--- src/rtl/mem_stage_pkg.sv ---
// Shared definitions for the memory-access stage.
// - funct3 encodings for loads and stores
// - FSM state encoding (request phase / load response outstanding)
// - access-size decode helper used by the alignment/format logic
package mem_stage_pkg;

    localparam logic [2:0] Funct3Lb  = 3'b000;
    localparam logic [2:0] Funct3Lh  = 3'b001;
    localparam logic [2:0] Funct3Lw  = 3'b010;
    localparam logic [2:0] Funct3Lbu = 3'b100;
    localparam logic [2:0] Funct3Lhu = 3'b101;
    localparam logic [2:0] Funct3Sb  = 3'b000;
    localparam logic [2:0] Funct3Sh  = 3'b001;
    localparam logic [2:0] Funct3Sw  = 3'b010;

    typedef enum logic [0:0] {
        StIdle = 1'b0,
        StResp = 1'b1
    } mem_state_e;

    typedef enum logic [1:0] {
        SizeByte,
        SizeHalf,
        SizeWord
    } acc_size_e;

    // Unlisted funct3 codes fall back to a full-word access.
    function automatic acc_size_e acc_size(input logic is_load, input logic [2:0] funct3);
        acc_size_e size;
        size = SizeWord;
        if (is_load) begin
            case (funct3)
                Funct3Lb, Funct3Lbu: size = SizeByte;
                Funct3Lh, Funct3Lhu: size = SizeHalf;
                default:             size = SizeWord;
            endcase
        end else begin
            case (funct3)
                Funct3Sb: size = SizeByte;
                Funct3Sh: size = SizeHalf;
                Funct3Sw: size = SizeWord;
                default:  size = SizeWord;
            endcase
        end
        return size;
    endfunction

endpackage

--- src/rtl/mem_stage_if.sv ---
// Data-memory request/grant/response bus.
// master (pipeline): drives req, we, addr (word aligned), be, wdata; receives gnt, rvalid, rdata.
// slave (memory):    the reverse direction.
interface mem_stage_if;
    logic        req;
    logic        we;
    logic [31:0] addr;
    logic [3:0]  be;
    logic [31:0] wdata;
    logic        gnt;
    logic        rvalid;
    logic [31:0] rdata;

    modport master (
        output req, we, addr, be, wdata,
        input  gnt, rvalid, rdata
    );

    modport slave (
        input  req, we, addr, be, wdata,
        output gnt, rvalid, rdata
    );
endinterface

--- src/rtl/mem_stage_lsu_align.sv ---
// Purely combinational load/store alignment and formatting.
// Inputs : is_load_i, funct3_i (size/sign), off_i (addr[1:0]), store_data_i, rdata_i
// Outputs: misalign_o (access not naturally aligned), be_o / wdata_o (lane-aligned store),
//          load_data_o (selected lane, sign- or zero-extended)
module mem_stage_lsu_align
    import mem_stage_pkg::*;
(
    input  logic        is_load_i,
    input  logic [2:0]  funct3_i,
    input  logic [1:0]  off_i,
    input  logic [31:0] store_data_i,
    input  logic [31:0] rdata_i,
    output logic        misalign_o,
    output logic [3:0]  be_o,
    output logic [31:0] wdata_o,
    output logic [31:0] load_data_o
);

    acc_size_e   size;
    logic [7:0]  lane_b;
    logic [15:0] lane_h;

    always_comb begin
        size       = acc_size(is_load_i, funct3_i);
        misalign_o = 1'b0;
        be_o       = 4'b1111;
        wdata_o    = store_data_i;
        unique case (size)
            SizeByte: begin
                be_o    = 4'b0001 << off_i;
                wdata_o = {4{store_data_i[7:0]}};
            end
            SizeHalf: begin
                misalign_o = off_i[0];
                be_o       = 4'b0011 << off_i;
                wdata_o    = {2{store_data_i[15:0]}};
            end
            default: begin
                misalign_o = |off_i;
            end
        endcase
    end

    // Halfword lane only needs off[1]; off[0]=1 is rejected as misaligned.
    always_comb begin
        lane_b = rdata_i[{off_i, 3'b000} +: 8];
        lane_h = rdata_i[{off_i[1], 4'b0000} +: 16];
        case (funct3_i)
            Funct3Lb:  load_data_o = {{24{lane_b[7]}}, lane_b};
            Funct3Lh:  load_data_o = {{16{lane_h[15]}}, lane_h};
            Funct3Lbu: load_data_o = {24'h0, lane_b};
            Funct3Lhu: load_data_o = {16'h0, lane_h};
            Funct3Lw:  load_data_o = rdata_i;
            default:   load_data_o = rdata_i;
        endcase
    end

endmodule

--- src/rtl/mem_stage.sv ---
// Memory-access pipeline stage: issues loads/stores on the data-memory bus, stalls the
// front of the pipeline while a transaction is outstanding, and owns the MEM/WB register.
// Ports:
//   clk, rst               clock, asynchronous active-high reset
//   ex_mem_*_i             EX/MEM register contents (held stable while mem_hold_o=1)
//   dmem                   data-memory bus (master side)
//   mem_hold_o             stall IF/ID/EX and the EX/MEM register
//   misalign_o             one-cycle pulse when a misaligned access was dropped
//   mem_wb_reg_w_*_o       MEM/WB register (to forwarding unit and register file)
module mem_stage
    import mem_stage_pkg::*;
(
    input  logic        clk,
    input  logic        rst,
    input  logic [4:0]  ex_mem_reg_w_addr_i,
    input  logic        ex_mem_reg_w_ena_i,
    input  logic [31:0] ex_mem_reg_w_data_i,
    input  logic        ex_mem_mem_r_ena_i,
    input  logic        ex_mem_mem_w_ena_i,
    input  logic [2:0]  ex_mem_funct3_i,
    input  logic [31:0] ex_mem_store_data_i,
    mem_stage_if.master dmem,
    output logic        mem_hold_o,
    output logic        misalign_o,
    output logic [4:0]  mem_wb_reg_w_addr_o,
    output logic        mem_wb_reg_w_ena_o,
    output logic [31:0] mem_wb_reg_w_data_o
);

    mem_state_e  state_q, state_d;
    logic [4:0]  wb_addr_q, wb_addr_d;
    logic        wb_ena_q, wb_ena_d;
    logic [31:0] wb_data_q, wb_data_d;
    logic        misalign_q, misalign_d;

    logic        mem_op;
    logic        misalign;
    logic [3:0]  be;
    logic [31:0] wdata;
    logic [31:0] load_data;
    logic        req_c;
    logic        hold_c;

    assign mem_op = ex_mem_mem_r_ena_i | ex_mem_mem_w_ena_i;

    mem_stage_lsu_align u_align (
        .is_load_i    (ex_mem_mem_r_ena_i),
        .funct3_i     (ex_mem_funct3_i),
        .off_i        (ex_mem_reg_w_data_i[1:0]),
        .store_data_i (ex_mem_store_data_i),
        .rdata_i      (dmem.rdata),
        .misalign_o   (misalign),
        .be_o         (be),
        .wdata_o      (wdata),
        .load_data_o  (load_data)
    );

    always_comb begin
        state_d    = state_q;
        wb_addr_d  = wb_addr_q;
        wb_ena_d   = wb_ena_q;
        wb_data_d  = wb_data_q;
        misalign_d = 1'b0;
        req_c      = 1'b0;
        hold_c     = 1'b0;
        unique case (state_q)
            StIdle: begin
                if (!mem_op) begin
                    wb_addr_d = ex_mem_reg_w_addr_i;
                    wb_ena_d  = ex_mem_reg_w_ena_i;
                    wb_data_d = ex_mem_reg_w_data_i;
                end else if (misalign) begin
                    // Dropped access: retire as a bubble and flag it.
                    wb_addr_d  = ex_mem_reg_w_addr_i;
                    wb_ena_d   = 1'b0;
                    wb_data_d  = ex_mem_reg_w_data_i;
                    misalign_d = 1'b1;
                end else begin
                    req_c = 1'b1;
                    if (!dmem.gnt) begin
                        hold_c = 1'b1;
                    end else if (ex_mem_mem_w_ena_i) begin
                        wb_addr_d = ex_mem_reg_w_addr_i;
                        wb_ena_d  = 1'b0;
                        wb_data_d = ex_mem_reg_w_data_i;
                    end else begin
                        hold_c  = 1'b1;
                        state_d = StResp;
                    end
                end
            end
            StResp: begin
                if (dmem.rvalid) begin
                    wb_addr_d = ex_mem_reg_w_addr_i;
                    wb_ena_d  = ex_mem_reg_w_ena_i;
                    wb_data_d = load_data;
                    state_d   = StIdle;
                end else begin
                    hold_c = 1'b1;
                end
            end
            default: state_d = StIdle;
        endcase
    end

    always_ff @(posedge clk or posedge rst) begin
        if (rst) begin
            state_q    <= StIdle;
            wb_addr_q  <= 5'd0;
            wb_ena_q   <= 1'b0;
            wb_data_q  <= 32'd0;
            misalign_q <= 1'b0;
        end else begin
            state_q    <= state_d;
            wb_addr_q  <= wb_addr_d;
            wb_ena_q   <= wb_ena_d;
            wb_data_q  <= wb_data_d;
            misalign_q <= misalign_d;
        end
    end

    // Reset gates req/hold directly so they drop without waiting for EX/MEM to clear.
    assign dmem.req   = req_c & ~rst;
    assign dmem.we    = ex_mem_mem_w_ena_i;
    assign dmem.addr  = {ex_mem_reg_w_data_i[31:2], 2'b00};
    assign dmem.be    = be;
    assign dmem.wdata = wdata;

    assign mem_hold_o          = hold_c & ~rst;
    assign misalign_o          = misalign_q;
    assign mem_wb_reg_w_addr_o = wb_addr_q;
    assign mem_wb_reg_w_ena_o  = wb_ena_q;
    assign mem_wb_reg_w_data_o = wb_data_q;

endmodule

--- src/flat_wrapper.sv ---
// flat-port wrapper written by rule: the top's interface ports become plain ports
module mem_stage_flat import mem_stage_pkg::*;
  (clk, rst, ex_mem_reg_w_addr_i, ex_mem_reg_w_ena_i, ex_mem_reg_w_data_i, ex_mem_mem_r_ena_i, ex_mem_mem_w_ena_i, ex_mem_funct3_i, ex_mem_store_data_i, mem_hold_o, misalign_o, mem_wb_reg_w_addr_o, mem_wb_reg_w_ena_o, mem_wb_reg_w_data_o, dmem_req, dmem_we, dmem_addr, dmem_be, dmem_wdata, dmem_gnt, dmem_rvalid, dmem_rdata);
  mem_stage_if dmem_i ();
  input  logic clk;
  input  logic rst;
  input  logic [4:0] ex_mem_reg_w_addr_i;
  input  logic ex_mem_reg_w_ena_i;
  input  logic [31:0] ex_mem_reg_w_data_i;
  input  logic ex_mem_mem_r_ena_i;
  input  logic ex_mem_mem_w_ena_i;
  input  logic [2:0] ex_mem_funct3_i;
  input  logic [31:0] ex_mem_store_data_i;
  output logic mem_hold_o;
  output logic misalign_o;
  output logic [4:0] mem_wb_reg_w_addr_o;
  output logic mem_wb_reg_w_ena_o;
  output logic [31:0] mem_wb_reg_w_data_o;
  output wire logic [$bits(dmem_i.req)-1:0] dmem_req;
  output wire logic [$bits(dmem_i.we)-1:0] dmem_we;
  output wire logic [$bits(dmem_i.addr)-1:0] dmem_addr;
  output wire logic [$bits(dmem_i.be)-1:0] dmem_be;
  output wire logic [$bits(dmem_i.wdata)-1:0] dmem_wdata;
  input wire logic [$bits(dmem_i.gnt)-1:0] dmem_gnt;
  input wire logic [$bits(dmem_i.rvalid)-1:0] dmem_rvalid;
  input wire logic [$bits(dmem_i.rdata)-1:0] dmem_rdata;
  assign dmem_req = dmem_i.req;
  assign dmem_we = dmem_i.we;
  assign dmem_addr = dmem_i.addr;
  assign dmem_be = dmem_i.be;
  assign dmem_wdata = dmem_i.wdata;
  assign dmem_i.gnt = dmem_gnt;
  assign dmem_i.rvalid = dmem_rvalid;
  assign dmem_i.rdata = dmem_rdata;
  mem_stage u_core (.clk(clk), .rst(rst), .ex_mem_reg_w_addr_i(ex_mem_reg_w_addr_i), .ex_mem_reg_w_ena_i(ex_mem_reg_w_ena_i), .ex_mem_reg_w_data_i(ex_mem_reg_w_data_i), .ex_mem_mem_r_ena_i(ex_mem_mem_r_ena_i), .ex_mem_mem_w_ena_i(ex_mem_mem_w_ena_i), .ex_mem_funct3_i(ex_mem_funct3_i), .ex_mem_store_data_i(ex_mem_store_data_i), .dmem(dmem_i), .mem_hold_o(mem_hold_o), .misalign_o(misalign_o), .mem_wb_reg_w_addr_o(mem_wb_reg_w_addr_o), .mem_wb_reg_w_ena_o(mem_wb_reg_w_ena_o), .mem_wb_reg_w_data_o(mem_wb_reg_w_data_o));
endmodule
--- config.mk ---
export PLATFORM = sky130hd
export DESIGN_NAME = mem_stage_flat
export DESIGN_NICKNAME = d
export VERILOG_FILES = /design/src/rtl/mem_stage_pkg.sv /design/src/rtl/mem_stage_if.sv /design/src/rtl/mem_stage_lsu_align.sv /design/src/rtl/mem_stage.sv /design/src/flat_wrapper.sv
export SDC_FILE = /design/constraint.sdc
export NUM_CORES = 1
export LEC_CHECK = 0
export BUFFER_PORTS_ARGS = -buffer_cell sky130_fd_sc_hd__buf_2
export CORE_MARGIN = 3
export CORE_UTILIZATION = 48
export CTS_CLUSTER_SIZE = 40
export DETAILED_ROUTE_END_ITERATION = 8
export PLACE_DENSITY_LB_ADDON = 0.12
export SLEW_MARGIN = 20
export SYNTH_ARGS = -nofsm -noshare
export SYNTH_HDL_FRONTEND = slang
export SYNTH_HIERARCHICAL = 1
export SYNTH_SLANG_ARGS = --single-unit
--- constraint.sdc ---
create_clock -name clk -period 3.5 [get_ports clk]
set_input_delay 0 -clock clk [delete_from_list [all_inputs] [get_ports clk]]
set_output_delay 0 -clock clk [all_outputs]
set_load 0.02 [all_outputs]
After elaboration in Yosys (flattened, before gate mapping)
Cells that the tools add are included.
- register bits: 40
- logic and storage cells: 68
- equal/unequal tests: 7
- shift operators: 4
- multiplexer cells: 41
- bitwise logic cells: 5
- reduce and logical (&&, ||, !) cells: 6
- operators by type and width (cell ; number):
    32-bit two-way mux ; 5
    32-bit one-hot mux with 2 select lines ; 2
    32-bit one-hot mux with 4 select lines ; 1
    32-bit by 6-bit indexed part select with 16-bit output ; 1
    32-bit by 6-bit indexed part select with 8-bit output ; 1
    5-bit two-way mux ; 5
    1-bit two-way mux ; 19
    5-bit one-hot mux with 2 select lines ; 1
    4-bit != test (second input constant) ; 2
    1-bit one-hot mux with 2 select lines ; 4
    2-bit one-hot mux with 2 select lines ; 2
    4-bit one-hot mux with 2 select lines ; 1
    3-bit equality test (second input constant) ; 2
    2-bit OR reduction ; 3
    1-bit by 2-bit << shifter with 4-bit output (first input constant) ; 1
    2-bit by 2-bit << shifter with 4-bit output (first input constant) ; 1
    3-bit by 1-bit equality test with 1-bit output (second input constant) ; 1
    3-bit logical NOT ; 1
    3-bit AND reduction ; 1
    1-bit bitwise AND ; 2
    2-bit by 1-bit equality test with 1-bit output (second input constant) ; 1
    2-bit logical NOT ; 1
    2-bit two-way mux ; 1
    2-bit != test (second input constant) ; 1
    other kinds (2) ; 3

Longest topological paths before layout
Gate-level depths: netlist (run 1).
- word-level depth: 10
- depth in mapped cells: 9

By module
Netlist (run 1), hierarchy kept.
- modules (own cells, without submodules) (module ; times used ; cells each ; area an instance (sq um)):
    mem_stage ; 1 ; 211 ; 2289.7
    mem_stage_lsu_align ; 1 ; 170 ; 1388.8

Worst setup path after synthesis (run 1)
OpenSTA, ideal clock, no wires.
- path type: input -> register
- start: input port ex_mem_funct3_i[1]
- end: register u_core.wb_addr_q[4] (netlist: u_core/mem_wb_reg_w_addr_o[4])
- setup time: 128 ps
- arrival: 1660 ps
- setup slack: 1713 ps
- stages: 8
- buffers on the path: 3
- cell sequence: buf_2 -> clkbuf_1 -> o21ai_0 -> a21oi_1 -> nor2_2 -> a31oi_4 -> buf_2 -> mux2_1
- cells in the longest elaborated chain, start to end: 9
- elaborated cells between the ends (all ways): 18
- RTL lines (item ; RTL line ; text):
    start: declaration ; flat_wrapper.sv:12 ; input logic [2:0] ex_mem_funct3_i;
    3-bit equality test, or another cell as far along ; mem_stage_pkg.sv:32 ; case (funct3)
    2-bit OR reduction ; mem_stage_pkg.sv:32 ;
    2-bit one-hot mux with 2 select lines ; mem_stage_pkg.sv:32 ;
    2-bit two-way mux (*) ; mem_stage_pkg.sv:31 ; if (is_load) begin
    2-bit by 1-bit equality test with 1-bit output or 2-bit logical NOT (tied branches) ; mem_stage_lsu_align.sv:28 ; unique case (size)
    1-bit one-hot mux with 2 select lines (*) ; mem_stage_lsu_align.sv:28 ;
    net u_core.misalign ; mem_stage.sv:37 ; logic misalign;
    5-bit two-way mux ; mem_stage.sv:72 ; end else if (misalign) begin
    5-bit two-way mux ; mem_stage.sv:68 ; if (!mem_op) begin
    5-bit one-hot mux with 2 select lines ; mem_stage.sv:66 ; unique case (state_q)
    end signal: assignment ; mem_stage.sv:115 ; wb_addr_q <= wb_addr_d;
    end: declaration ; mem_stage.sv:31 ; logic [4:0] wb_addr_q, wb_addr_d;
Mark *: on every way through the listed nets, which the timed path passes. The rest lies on a longest branch.
A chain may end at the register's enable or synchronous reset.

Worst setup path after layout (run 1)
- start: input port ex_mem_funct3_i[1]
- end: output port mem_hold_o
- cells in the longest elaborated chain, start to end: 10
- elaborated cells between the ends (all ways): 16
- RTL lines (item ; RTL line ; text):
    3-bit equality test, or another cell as far along ; mem_stage_pkg.sv:32 ;
    2-bit OR reduction ; mem_stage_pkg.sv:32 ;
    2-bit one-hot mux with 2 select lines ; mem_stage_pkg.sv:32 ;
    2-bit two-way mux (*) ; mem_stage_pkg.sv:31 ;
    2-bit by 1-bit equality test with 1-bit output or 2-bit logical NOT (tied branches) ; mem_stage_lsu_align.sv:28 ;
    1-bit one-hot mux with 2 select lines (*) ; mem_stage_lsu_align.sv:28 ;
    net u_core.misalign ; mem_stage.sv:37 ;
    1-bit two-way mux (*) ; mem_stage.sv:72 ;
    1-bit two-way mux (*) ; mem_stage.sv:68 ;
    1-bit one-hot mux with 2 select lines (*) ; mem_stage.sv:66 ;
    1-bit bitwise AND (*) ; mem_stage.sv:129 ; assign mem_hold_o = hold_c & ~rst;
    end: declaration ; flat_wrapper.sv:14 ; output logic mem_hold_o;
Marked as above.

==> impl_table.tex, run 1 <==
\begin{tabular}{lr}
\hline
Metric & Value \\
\hline
\multicolumn{2}{l}{\textbf{Global routing}} \\
\quad Antenna violations before repair & 0 \\
\quad Maximum number of pins on one net before global-route repair & 40 \\
\quad Number of global-route vias before repair & 3583 \\
\quad Total routing resource utilization after global routing & 0.257 \\
\quad Aggregate global routing overflow & 0 \\
\quad First-pass GRT wire length & between 15000 and 20000 µm \\
\multicolumn{2}{l}{\textbf{Clocking}} \\
\quad Number of levels in the clock H-tree & 2 \\
\quad Post-CTS clock slew at the launch and capture registers of the worst setup and hold paths & 0.08 ns \\
\quad Clock latency on the worst-skew pair & 0.30 ns \\
\quad CTS buffer count & 5 \\
\quad TritonCTS sink count & 40 \\
\quad CTS tree & yes \\
\quad Resize count post-CTS & 0 \\
\quad Root buffer cell & clkbuf\_8 \\
\quad Maximum buffer depth of the clock tree & 2 \\
\multicolumn{2}{l}{\textbf{Drt}} \\
\quad DRC viols & 0 \\
\quad Via-to-Cell Ratio & 5.61 \\
\quad Antenna Nets Post-Route & 0 \\
\quad Vias & between 3000 and 4000 \\
\quad WL per Instance & 18.1 µm \\
\quad Iter 0 DRT Violations & 281 \\
\quad Total Wirelength & 11900 µm \\
\quad Number of iterations in the first detailed-routing pass & 4 \\
\multicolumn{2}{l}{\textbf{Layout}} \\
\quad Number of nets in the layout & 667 \\
\quad Final antenna diode count & 0 \\
\quad Top library cells by usage in the layout, fill and taps aside & buf\_2 (218), dfrtp\_1 (40), mux2\_2 (38) \\
\quad Area occupied by multi-input gates & 2140 µm² \\
\quad Layout cells sized above 1 & 0.504 \\
\quad Final design instance area without fill & 4740 µm² \\
\quad Number of fill cells & 694 \\
\quad Layout Area Growth over Synthesis & 28.7\% \\
\quad Combined flip-flop and latch cell area & about 1000 µm² \\
\quad Most common library cell in the layout ignoring fill and taps & buf\_2 \\
\multicolumn{2}{l}{\textbf{Synth}} \\
\quad Dominant combinational cell family by area after synthesis & compound AO/OA/AOI/OAI gates \\
\quad Share of cell area taken by muxes after synthesis & 0.205 \\
\quad Synthesized-area fraction occupied by and/or/nand/nor cells & 0.132 \\
\quad Main synth FF type & dfrtp\_1 \\
\quad Flip-flop and latch count after synthesis & 40 \\
\quad Number of library cell types mapped by synthesis & 45 \\
\quad EDFF count, synth & 0 \\
\quad Syn Inst Count & 381 \\
\quad Compound-gate portion of the synthesized area & 0.244 \\
\quad Sequential area share after synthesis & 0.272 \\
\quad Proportion of synthesized flip-flops having asynchronous set or reset & 1.00 \\
\quad Synthesized cell area & between 3000 and 4000 µm² \\
\quad Xor/xnor share of the synthesized area & 0 \\
\quad Synthesized area divided by synthesized cell count & 9.65 µm² \\
\quad Post-synthesis share of cell area spent on full adders, half adders and majority gates & 0 \\
\quad Number of warnings printed during yosys synthesis & 6 \\
\multicolumn{2}{l}{\textbf{Floorplanning}} \\
\quad I/O pin count & 221 \\
\quad DIE WIDTH & 93.5 µm \\
\quad Core Footprint & 7330 µm² \\
\quad Starting utilization of the core area & 0.502 \\
\quad Die Area & 8750 µm² \\
\quad Row cnt & 31 \\
\quad Height of the chip & 93.5 µm \\
\multicolumn{2}{l}{\textbf{Place}} \\
\quad Number of input and output port buffers inserted & approximately 220 \\
\quad DPL Wire Length & 8850 µm \\
\quad RD Place Congestion & around 0.87 \\
\quad Cell area after placement & 4430 µm² \\
\multicolumn{2}{l}{\textbf{Critical path}} \\
\quad Critical Path AT & 2.17 ns \\
\quad Type of origin of the critical path & primary input \\
\quad Data required time at the worst endpoint & around 3.5 ns \\
\quad Peak fanout along the critical path & 37 \\
\quad Kind of critical path & primary input to output port \\
\quad Category of the worst setup path capture point & output port \\
\multicolumn{2}{l}{\textbf{Hold path}} \\
\quad Hold Crit Class & primary input to flop \\
\multicolumn{2}{l}{\textbf{Timing}} \\
\quad Ratio of final minimum period to clock period & 0.619 \\
\quad Highest attainable clock frequency & 461 MHz \\
\quad Transition time at the pin with the least slew margin & 0.852 ns \\
\quad Min cycle time layout & between 2 and 2.5 ns \\
\quad Fin Clk Skew & 0.00906 ns \\
\quad Final Slew Violations & 0 \\
\quad Final hold violation count & 0 \\
\quad Unrepaired setup endpoints after global routing & no \\
\quad Max transition margin & 0.432 \\
\quad Final setup violation count & 0 \\
\quad Post-route setup TNS & 0 ns \\
\multicolumn{2}{l}{\textbf{Pwr}} \\
\quad Worst ir drop on vdd & 0.271 mV \\
\quad Power per unit of standard cell area & between 300 and 400 nW/µm² \\
\quad Power Total & 1.72 mW \\
\quad LEAKAGE & 2.29 nW \\
\multicolumn{2}{l}{\textbf{Outcome}} \\
\quad Run status & finished, final reports clean \\
\multicolumn{2}{l}{\textbf{Job}} \\
\quad Max Cap Violations & 0 \\
\hline
\end{tabular}
[per-stage QoR]
| step | utilization | cells | worst slack (ns) | hold slack [ns] |
|---|---|---|---|---|
| 3_5_place_dp | 0.604 | 629 | 1.13 | 0.0418 |
| 4_1_cts | 0.646 | 656 | 1.39 | 0.0109 |
| 5_1_grt | 0.646 | 656 | 1.16 | 0.0162 |
| 2_1_floorplan | - | 382 | 1.71 | 0.0798 |
| 6_report | 0.646 | 656 | 1.33 | 0.0152 |
| 3_3_place_gp | 0.604 | 629 | 1.18 | 0.0423 |
[worst max-delay path, stage by stage]
cell and delay, ns:
buf_2 0.52, o21ai_0 0.20, a21oi_1 0.37, nor2_2 0.14, a31oi_4 0.65, nor2_1 0.08
buf_2 0.18
[registers in the layout (all words and copies together) (netlist names)]
name / count
u_core/mem_wb_reg_w_ena_o: 1
u_core/mem_wb_reg_w_data_o: 32
u_core/mem_wb_reg_w_addr_o: 5
u_core/misalign_o: 1
u_core/state_q: 1
[Yosys cell counts (2+ instances only)]
| cell | n | area (µm²) |
|---|---|---|
| clkbuf_1 | 13 | 48.8 |
| nor2_1 | 6 | 22.5 |
| nor2b_1 | 23 | 144 |
| a21oi_1 | 9 | 45.0 |
| o221ai_2 | 4 | 60.1 |
| a22oi_1 | 8 | 60.1 |
| nand3b_1 | 23 | 173 |
| a2bb2oi_1 | 33 | 289 |
| buf_4 | 47 | 353 |
| buf_2 | 10 | 50.1 |
| dfrtp_1 | 40 | 1000 |
| o22a_1 | 8 | 70.1 |
| buf_6 | 5 | 56.3 |
| inv_1 | 4 | 15.0 |
| o221ai_1 | 4 | 35.0 |
| nand2b_1 | 2 | 12.5 |
| nor3b_1 | 3 | 22.5 |
| mux2i_1 | 30 | 300 |
| a221o_1 | 15 | 150 |
| nand2_1 | 11 | 41.3 |
| mux2_2 | 38 | 428 |
| a31oi_1 | 2 | 12.5 |
| o21ai_0 | 20 | 100 |
| clkinv_1 | 2 | 7.51 |
[cell type report]
cell class | count | area share
Clock buffer | 5 | 0.0145
Clock inverter | 3 | 0.00978
Inverter | 7 | 0.00555
Multi-Input combinational cell | 259 | 0.453
Sequential cell | 40 | 0.211
Tap cell | 99 | 0.0262
Timing Repair Buffer | 243 | 0.280
[what timing repair did]
action                    in CTS  in global routing
hold buffers                  19                  0
buffers inserted               0                  0
hold endpoints to repair      32                  0
[worst paths after layout]
path	startpoint	slack, ns	endpoint	cells past startpoint
hold / removal	ex_mem_mem_r_ena_i	0.02	u_core/state_q	2
min in group asynchronous	rst	0.25	u_core/mem_wb_reg_w_data_o[14]	3
setup / recovery	ex_mem_funct3_i[1]	1.33	mem_hold_o	7
max in group asynchronous	rst	2.51	u_core/mem_wb_reg_w_data_o[31]	4
setup reg to reg	u_core/state_q	1.50	u_core/mem_wb_reg_w_addr_o[1]	3
hold reg to reg	u_core/mem_wb_reg_w_addr_o[4]	0.49	u_core/mem_wb_reg_w_addr_o[4]	1
[logic make-up after synthesis]
logic type	Yosys count
buffers and inverters	83
other	1
flip-flops	40
multiplexers	70
AO/OA/AOI/OAI	110
AND/OR/NAND/NOR	77
[report_power, final]
group          switching [mW]  internal, mW
clock                   0.190         0.215
combinational           0.422         0.320
sequential             0.0455         0.530
[routing by layer]
metal	share of wire	global-route usage	up-vias	wire [µm]
met2	0.51	0.469	167	6120
met3	0.082	0.0571	19	972
met5	0	0	-	0
met1	0.39	0.303	1758	4610
met4	0.016	0.0626	0	189
li1	-	-	1735	-
(Power assumes the default switching activity.)
==> inputs of run 2 (changes only) <==
--- a/config.mk
+++ b/config.mk
@@ -5,9 +5,10 @@
 export SDC_FILE = /design/constraint.sdc
 export NUM_CORES = 1
 export LEC_CHECK = 0
+export ABC_AREA = 1
 export BUFFER_PORTS_ARGS = -buffer_cell sky130_fd_sc_hd__buf_2
 export CORE_MARGIN = 3
-export CORE_UTILIZATION = 48
+export CORE_UTILIZATION = 44
 export CTS_CLUSTER_SIZE = 40
 export DETAILED_ROUTE_END_ITERATION = 8
 export PLACE_DENSITY_LB_ADDON = 0.12
==> constraint.sdc (replaced) <==
create_clock -name clk -period 2.23 [get_ports clk]
set_input_delay 0 -clock clk [delete_from_list [all_inputs] [get_ports clk]]
set_output_delay 0 -clock clk [all_outputs]
set_load 0.02 [all_outputs]
==> impl_table.tex, run 2 <==
\begin{tabular}{lr}
\hline
Metric & Value \\
\hline
\multicolumn{2}{l}{\textbf{Synth}} \\
\quad Sequential area share after synthesis & 0.274 (+0.00140) \\
\quad Fraction of post-synthesis cell area in the top cell type by area & 0.333 (+0.0612) \\
\quad Most frequently used cell type in the post-synthesis netlist & nand2\_1 \\
\quad Leading area contributor after synthesis & nand2\_1 \\
\quad EDFF count, synth & 0 (unchanged) \\
\quad Proportion of synthesized flip-flops having asynchronous set or reset & 1.00 (unchanged) \\
\quad Area contributors post-synth & nand2\_1 (33\%), dfrtp\_1 (27\%), nand3\_1 (8.6\%) \\
\quad Synthesized area divided by synthesized cell count & 5.88 µm² (-39\%) \\
\quad Number of library cell types mapped by synthesis & 24 (-47\%) \\
\quad Flip-flop and latch count after synthesis & 40 (unchanged) \\
\quad Syn Inst Count & 622 (+63\%) \\
\quad Main synth FF type & dfrtp\_1 \\
\quad Commonest cells in the synthesized netlist & nand2\_1 (325), nand3\_1 (63), buf\_4 (42) \\
\quad Synthesized cell area & 3660 µm² (-0.51\%) \\
\quad Number of warnings printed during yosys synthesis & 6 (unchanged) \\
\multicolumn{2}{l}{\textbf{Drt}} \\
\quad Total Wirelength & 12500 µm (+5.2\%) \\
\quad Antenna Nets Post-Route & 0 (unchanged) \\
\quad DRC viols & 0 (unchanged) \\
\quad Via-to-Cell Ratio & 4.89 (-13\%) \\
\quad Number of iterations in the first detailed-routing pass & 7 (+3) \\
\quad WL per Instance & 13.9 µm (-23\%) \\
\quad Iter 0 DRT Violations & 166 (-41\%) \\
\quad Vias & 4386 (+19\%) \\
\multicolumn{2}{l}{\textbf{Place}} \\
\quad DPL Wire Length & 9920 µm (+12\%) \\
\quad Number of input and output port buffers inserted & 218 (unchanged) \\
\quad Cell area after placement & 4470 µm² (+0.88\%) \\
\quad DP Cell Count & 883 (+40\%) \\
\quad RD Place Congestion & 0.872 (+0.48\%) \\
\quad Setup slack after placement & 0.507 ns (-0.626 ns) \\
\multicolumn{2}{l}{\textbf{Layout}} \\
\quad Number of flip-flops in the largest register & 32 (unchanged) \\
\quad Final design instance area without fill & 4640 µm² (-2.1\%) \\
\quad Layout Area Growth over Synthesis & 26.7\% \\
\quad Layout cells sized above 1 & 0.338 (-0.166) \\
\quad Most common library cell in the layout ignoring fill and taps & nand2\_1 \\
\quad Number of nets in the layout & 905 (+36\%) \\
\quad Non-filler instance count after layout & 897 (+37\%) \\
\quad Top library cells by usage in the layout, fill and taps aside & nand2\_1 (325), buf\_2 (218), nand3\_1 (63) \\
\quad Final antenna diode count & 0 (unchanged) \\
\multicolumn{2}{l}{\textbf{Clocking}} \\
\quad Post-CTS clock slew at the launch and capture registers of the worst setup and hold paths & 0.08 ns (about the same) \\
\quad CTS tree & yes \\
\quad Clock latency on the worst-skew pair & 0.29 ns (about the same) \\
\quad Number of levels in the clock H-tree & 2 (unchanged) \\
\quad Resize count post-CTS & 0 (unchanged) \\
\quad Post CTS Setup Buffer Count & 0 (unchanged) \\
\quad CTS Hold Bufs & 6 (-13) \\
\quad Maximum buffer depth of the clock tree & 2 (unchanged) \\
\quad TritonCTS sink count & 40 (unchanged) \\
\quad Root buffer cell & clkbuf\_8 \\
\quad CTS buffer count & 5 (unchanged) \\
\multicolumn{2}{l}{\textbf{Timing}} \\
\quad Final Slew Violations & 0 (unchanged) \\
\quad Max transition margin & 0.606 (+0.174) \\
\quad Final setup violation count & 0 (unchanged) \\
\quad Min cycle time layout & 1.68 ns \\
\quad Post-route setup TNS & 0 ns (unchanged) \\
\quad Final hold violation count & 0 (unchanged) \\
\quad Worst setup slack after layout & 0.550 ns (-0.782 ns) \\
\quad Unrepaired setup endpoints after global routing & no \\
\quad Fin Clk Skew & 0.00434 ns (-0.00472 ns) \\
\quad Transition time at the pin with the least slew margin & 0.590 ns (-0.262 ns) \\
\quad Ratio of final minimum period to clock period & 0.753 \\
\quad Fin Hold WS & 0.0364 ns (+0.0212 ns) \\
\quad Highest attainable clock frequency & 595 MHz \\
\multicolumn{2}{l}{\textbf{Global routing}} \\
\quad Maximum number of pins on one net before global-route repair & 40 (unchanged) \\
\quad Number of global-route vias before repair & 4091 (+14\%) \\
\quad Aggregate global routing overflow & 0 (unchanged) \\
\quad Total routing resource utilization after global routing & 0.254 (-0.00247) \\
\quad Antenna violations before repair & 0 (unchanged) \\
\quad First-pass GRT wire length & 19900 µm (+11\%) \\
\multicolumn{2}{l}{\textbf{Hold path}} \\
\quad Hold path cells & 5 (+3) \\
\quad Endpoint of the worst hold-timing path & u\_core/mem\_wb\_reg\_w\_ena\_o \\
\quad Hold Crit Class & primary input to flop \\
\quad Hold Crit Start & ex\_mem\_reg\_w\_ena\_i \\
\multicolumn{2}{l}{\textbf{Critical path}} \\
\quad Reg2Reg Launch Point & u\_core/state\_q \\
\quad Data required time at the worst endpoint & 2.23 ns (-1.27 ns) \\
\quad Category of the worst setup path capture point & output port \\
\quad Number of cell instances on the worst register-to-register path & 6 (+3) \\
\quad Slack of the worst reg-to-reg path & 0.80 ns (-0.70 ns) \\
\quad Critical Path AT & 1.68 ns (-0.49 ns) \\
\quad Type of origin of the critical path & flop \\
\quad Peak fanout along the critical path & 39 (+5.4\%) \\
\quad Kind of critical path & flop to output port \\
\quad End of the worst register-to-register path & u\_core/mem\_wb\_reg\_w\_data\_o[1] \\
\multicolumn{2}{l}{\textbf{Floorplanning}} \\
\quad DIE WIDTH & 97.2 µm (+3.9\%) \\
\quad Starting utilization of the core area & 0.464 (-0.0378) \\
\quad Row cnt & 32 (+3.2\%) \\
\quad I/O pin count & 221 (unchanged) \\
\quad Core Footprint & 7890 µm² (+7.6\%) \\
\quad Die Area & 9450 µm² (+8.0\%) \\
\quad Height of the chip & 97.2 µm (+3.9\%) \\
\multicolumn{2}{l}{\textbf{Outcome}} \\
\quad Run status & finished, final reports clean \\
\multicolumn{2}{l}{\textbf{Job}} \\
\quad Max Cap Violations & 0 (unchanged) \\
\multicolumn{2}{l}{\textbf{Pwr}} \\
\quad LEAKAGE & 2.98 nW (+30\%) \\
\quad Switching Fraction & 0.409 (+0.0270) \\
\quad Net load switching power & 1.10 mW (+67\%) \\
\quad Sequential power share & 0.342 (+0.008) \\
\quad Worst ir drop on vdd & 0.231 mV (-15\%) \\
\quad Power per unit of standard cell area & 579 nW/µm² (+59\%) \\
\quad P\_int & 1.59 mW (+49\%) \\
\quad Clk network pwr share & 0.218 (-0.017) \\
\quad Share of power burned in combinational logic & 0.440 (+0.009) \\
\hline
\end{tabular}
[run 2: cell types whose count changed after synthesis, moves of 8 or more]
cell,previous run,this run
o21ai_0,20,9
mux2_2,38,0
nand2_1,11,325
a22oi_1,8,0
o22a_1,8,0
a221o_1,15,0
nand3b_1,23,0
nor2b_1,23,0
mux2i_1,30,0
nand3_1,1,63
nor2_1,6,24
inv_1,4,39
a2bb2oi_1,33,0
[run 2: how the worst max path moves through the flow]
stage / cells after the start / start / end / slack (ns)
6_report: 5 / u_core/state_q / mem_hold_o / 0.55
5_1_grt: 11 / ex_mem_mem_r_ena_i / mem_hold_o / 0.44
4_1_cts: 5 / u_core/state_q / mem_hold_o / 0.55
3_5_place_dp: 10 / ex_mem_reg_w_data_i[1] / u_core/mem_wb_reg_w_data_o[18] / 0.51
3_3_place_gp: 10 / ex_mem_reg_w_data_i[1] / u_core/mem_wb_reg_w_data_o[12] / 0.54
2_1_floorplan: 11 / ex_mem_funct3_i[1] / u_core/mem_wb_reg_w_addr_o[4] / 0.72
[run 2: kinds of logic (layout without fill, tap and decap cells)]
family                 after synthesis  in the layout  synth area share
AO/OA/AOI/OAI                       36             36            0.0632
AND/OR/NAND/NOR                    425            425             0.469
other                                1              2           0.00102
buffers and inverters              120            292             0.193
flip-flops                          40             40             0.274
[run 2: routing by layer]
metal  GRT usage  vias to the layer above  wire [µm]
met2       0.435                      197       6080
met4      0.0670                        0        170
met1       0.333                     1956       5230
met3      0.0409                       14       1020
met5           0                        -          0
li1            -                     2219          -
[run 2: power groups by stage]
| stage | Clock (mW) | Sequential (mW) | Combinational (mW) |
|---|---|---|---|
| floorplan | 0 | 1.08 | 0.642 |
| global placement | 0 | 0.929 | 1.16 |
| detailed placement | 0 | 0.931 | 1.18 |
| CTS | 0.599 | 0.919 | 1.19 |
| global route | 0.629 | 0.934 | 1.30 |
| finish | 0.586 | 0.918 | 1.18 |
[run 2: through the flow]
step	power, mW	util
4_1_cts	2.71	0.588
3_3_place_gp	2.09	0.567
6_report	2.69	0.588
5_1_grt	2.86	0.588
3_5_place_dp	2.11	0.567
2_1_floorplan	1.72	-
[run 2: layout make-up]
cell class / instances / area [µm²]
Fill cell: 860 / 3250
Multi-Input combinational cell: 463 / 1960
Timing Repair Buffer: 236 / 1250
Sequential cell: 40 / 1000
Inverter: 48 / 183
Tap cell: 102 / 128
Clock buffer: 6 / 72.6
Clock inverter: 2 / 35.0
[run 2: critical path, stage by stage, from the launching register on]
cell and delay, ns:
dfrtp_1 0.47, nor2_4 0.20, nand3_2 0.11, buf_4 0.28, a21oi_2 0.17, buf_2 0.17
==> inputs of run 3 (changes only) <==
==> constraint.sdc (replaced) <==
create_clock -name clk -period 1.6 [get_ports clk]
set_input_delay 0 -clock clk [delete_from_list [all_inputs] [get_ports clk]]
set_output_delay 0 -clock clk [all_outputs]
set_load 0.02 [all_outputs]
==> impl_table.tex, run 3 (synthesized netlist as in run 2, its figures left out) <==
\begin{tabular}{lr}
\hline
Metric & Value \\
\hline
\multicolumn{2}{l}{\textbf{Drt}} \\
\quad Iter 0 DRT Violations & 251 (+51\%) \\
\quad DRC viols & 0 (unchanged) \\
\quad Total Wirelength & 12400 µm (-1.0\%) \\
\quad Vias & 4415 (+0.66\%) \\
\quad Number of iterations in the first detailed-routing pass & 4 (-3) \\
\quad WL per Instance & 13.6 µm (-2.3\%) \\
\quad Via-to-Cell Ratio & 4.86 (-0.67\%) \\
\quad Antenna Nets Post-Route & 0 (unchanged) \\
\multicolumn{2}{l}{\textbf{Floorplanning}} \\
\quad I/O pin count & 221 (unchanged) \\
\quad Core Footprint & 7890 µm² (unchanged) \\
\quad Die Area & 9450 µm² (unchanged) \\
\quad Height of the chip & 97.2 µm (unchanged) \\
\quad Starting utilization of the core area & 0.464 (unchanged) \\
\quad Row cnt & 32 (unchanged) \\
\quad DIE WIDTH & 97.2 µm (unchanged) \\
\multicolumn{2}{l}{\textbf{Place}} \\
\quad DP Cell Count & 895 (+1.4\%) \\
\quad DPL Wire Length & 10100 µm (+1.9\%) \\
\quad Number of input and output port buffers inserted & 218 (unchanged) \\
\quad RD Place Congestion & 0.877 (+0.58\%) \\
\multicolumn{2}{l}{\textbf{Pwr}} \\
\quad Worst ir drop on vdd & 0.373 mV (+61\%) \\
\quad LEAKAGE & 3.05 nW (+2.3\%) \\
\quad Power per unit of standard cell area & 794 nW/µm² (+37\%) \\
\multicolumn{2}{l}{\textbf{Critical path}} \\
\quad Cell type group with the largest total delay on the critical path & flip-flops \\
\quad Critical path's slowest cell & dfrtp\_2 \\
\quad Largest stage delay on the critical path & 0.48 ns (about the same) \\
\quad Peak fanout along the critical path & 15 (-62\%) \\
\quad Data required time at the worst endpoint & 1.60 ns (-0.63 ns) \\
\quad Sum of buffers and inverters on the critical path & 2 (unchanged) \\
\quad Kind of critical path & flop to output port \\
\quad Critical Path AT & 1.53 ns (-0.15 ns) \\
\quad Type of origin of the critical path & flop \\
\quad Category of the worst setup path capture point & output port \\
\quad Critical-path cell list & buf\_4 -> nor4\_1 -> buf\_2 \\
\multicolumn{2}{l}{\textbf{Clocking}} \\
\quad Post-CTS clock slew at the launch and capture registers of the worst setup and hold paths & 0.08 ns (about the same) \\
\quad Root buffer cell & clkbuf\_8 \\
\quad CTS buffer count & 5 (unchanged) \\
\quad CTS tree & yes \\
\quad TritonCTS sink count & 40 (unchanged) \\
\quad Post CTS Setup Buffer Count & 0 (unchanged) \\
\quad Clock latency on the worst-skew pair & 0.30 ns (about the same) \\
\quad Maximum buffer depth of the clock tree & 2 (unchanged) \\
\quad Number of levels in the clock H-tree & 2 (unchanged) \\
\multicolumn{2}{l}{\textbf{Layout}} \\
\quad Number of nets in the layout & 917 (+1.3\%) \\
\quad Non-filler instance count after layout & 909 (+1.3\%) \\
\quad Layout Area Growth over Synthesis & 30.7\% \\
\quad Final antenna diode count & 0 (unchanged) \\
\quad Most common library cell in the layout ignoring fill and taps & nand2\_1 \\
\quad Top library cells by usage in the layout, fill and taps aside & nand2\_1 (325), buf\_2 (217), nand3\_1 (63) \\
\quad Number of flip-flops in the largest register & 32 (unchanged) \\
\quad Layout cells sized above 1 & 0.349 (+0.0111) \\
\multicolumn{2}{l}{\textbf{Global routing}} \\
\quad Number of global-route vias before repair & 4203 (+2.7\%) \\
\quad Maximum number of pins on one net before global-route repair & 29 (-28\%) \\
\quad Antenna violations before repair & 0 (unchanged) \\
\quad Aggregate global routing overflow & 0 (unchanged) \\
\quad Total routing resource utilization after global routing & 0.252 (-0.00215) \\
\quad First-pass GRT wire length & 19800 µm (-0.90\%) \\
\multicolumn{2}{l}{\textbf{Timing}} \\
\quad Transition time at the pin with the least slew margin & 0.687 ns (+0.0974 ns) \\
\quad Final Slew Violations & 0 (unchanged) \\
\quad Final setup violation count & 0 (unchanged) \\
\quad Final hold violation count & 0 (unchanged) \\
\quad Fin Clk Skew & 0.00670 ns (+0.00236 ns) \\
\quad Highest attainable clock frequency & 655 MHz \\
\quad Max transition margin & 0.539 (-0.0672) \\
\quad Min cycle time layout & approximately 1.5 ns \\
\quad Ratio of final minimum period to clock period & 0.955 \\
\quad Unrepaired setup endpoints after global routing & no \\
\quad Fin Hold WS & 0.0297 ns (-0.00667 ns) \\
\multicolumn{2}{l}{\textbf{Job}} \\
\quad Max Cap Violations & 0 (unchanged) \\
\multicolumn{2}{l}{\textbf{Outcome}} \\
\quad Run status & finished, final reports clean \\
\multicolumn{2}{l}{\textbf{Hold path}} \\
\quad Hold Crit Class & primary input to flop \\
\hline
\end{tabular}
run 3: area by class of cell:
class / instances / area, µm²
tap: 102 / 128
timing repair buffer: 248 / 1380
multi-input combinational: 463 / 1980
fill: 842 / 3110
clock buffer: 6 / 72.6
sequential: 40 / 1000
clock inverter: 2 / 35.0
inverter: 48 / 185
run 3: worst reg2reg max path, cell delays in order (launching register included):
cell and delay, ns:
dfrtp_2 0.48, nor2_4 0.18, nand3_4 0.10, buf_4 0.24, nand3_1 0.13, nand2_1 0.06
run 3: report_power, final:
part	internal, mW	switching (mW)	total [mW]	leakage [nW]
sequential	1.18	0.0937	1.28	0.486
clock	0.463	0.368	0.831	0.0552
combinational	0.605	1.08	1.69	2.51
total	2.25	1.54	3.80	3.05
run 3: final timing paths:
path                                           startpoint                              to  slack [ns]  cells after the start
min                                    ex_mem_reg_w_ena_i       u_core/mem_wb_reg_w_ena_o        0.03                      5
max reg2reg                                u_core/state_q   u_core/mem_wb_reg_w_addr_o[1]        0.30                      5
min reg2reg                u_core/mem_wb_reg_w_data_o[27]  u_core/mem_wb_reg_w_data_o[27]        0.47                      2
max                                        u_core/state_q                        dmem_req        0.07                      3
max in group asynchronous                             rst   u_core/mem_wb_reg_w_data_o[5]        0.73                      4
min in group asynchronous                             rst  u_core/mem_wb_reg_w_data_o[22]        0.30                      3
run 3: per-layer routing:
layer	GRT usage	share of wire	wire length [µm]
met3	0.0445	0.090	1120
met5	0	0	0
met2	0.451	0.50	6150
met4	0.0626	0.011	138
met1	0.313	0.40	4970
run 3: through the flow:
step           power [mW]   util  TNS [ns]  worst slack [ns]  instance area (µm²)
6_report             3.80  0.606         0            0.0727                 4780
5_1_grt              4.04  0.606         0           0.00699                 4780
4_1_cts              3.81  0.603         0           0.00980                 4750
3_5_place_dp         2.97  0.581     -2.63           -0.0955                 4580
3_3_place_gp         2.94  0.581         0            0.0507                 4580
2_1_floorplan        2.40      -         0            0.0912                 3660
run 3: what timing repair did:
item | CTS | global route
gates cloned | 0 | 0
gates resized for setup | 2 | 7
setup endpoints to repair | 1 | 1
hold buffers | 6 | 0
endpoints found under the hold margin | 23 | 0
pin swaps | 0 | 1
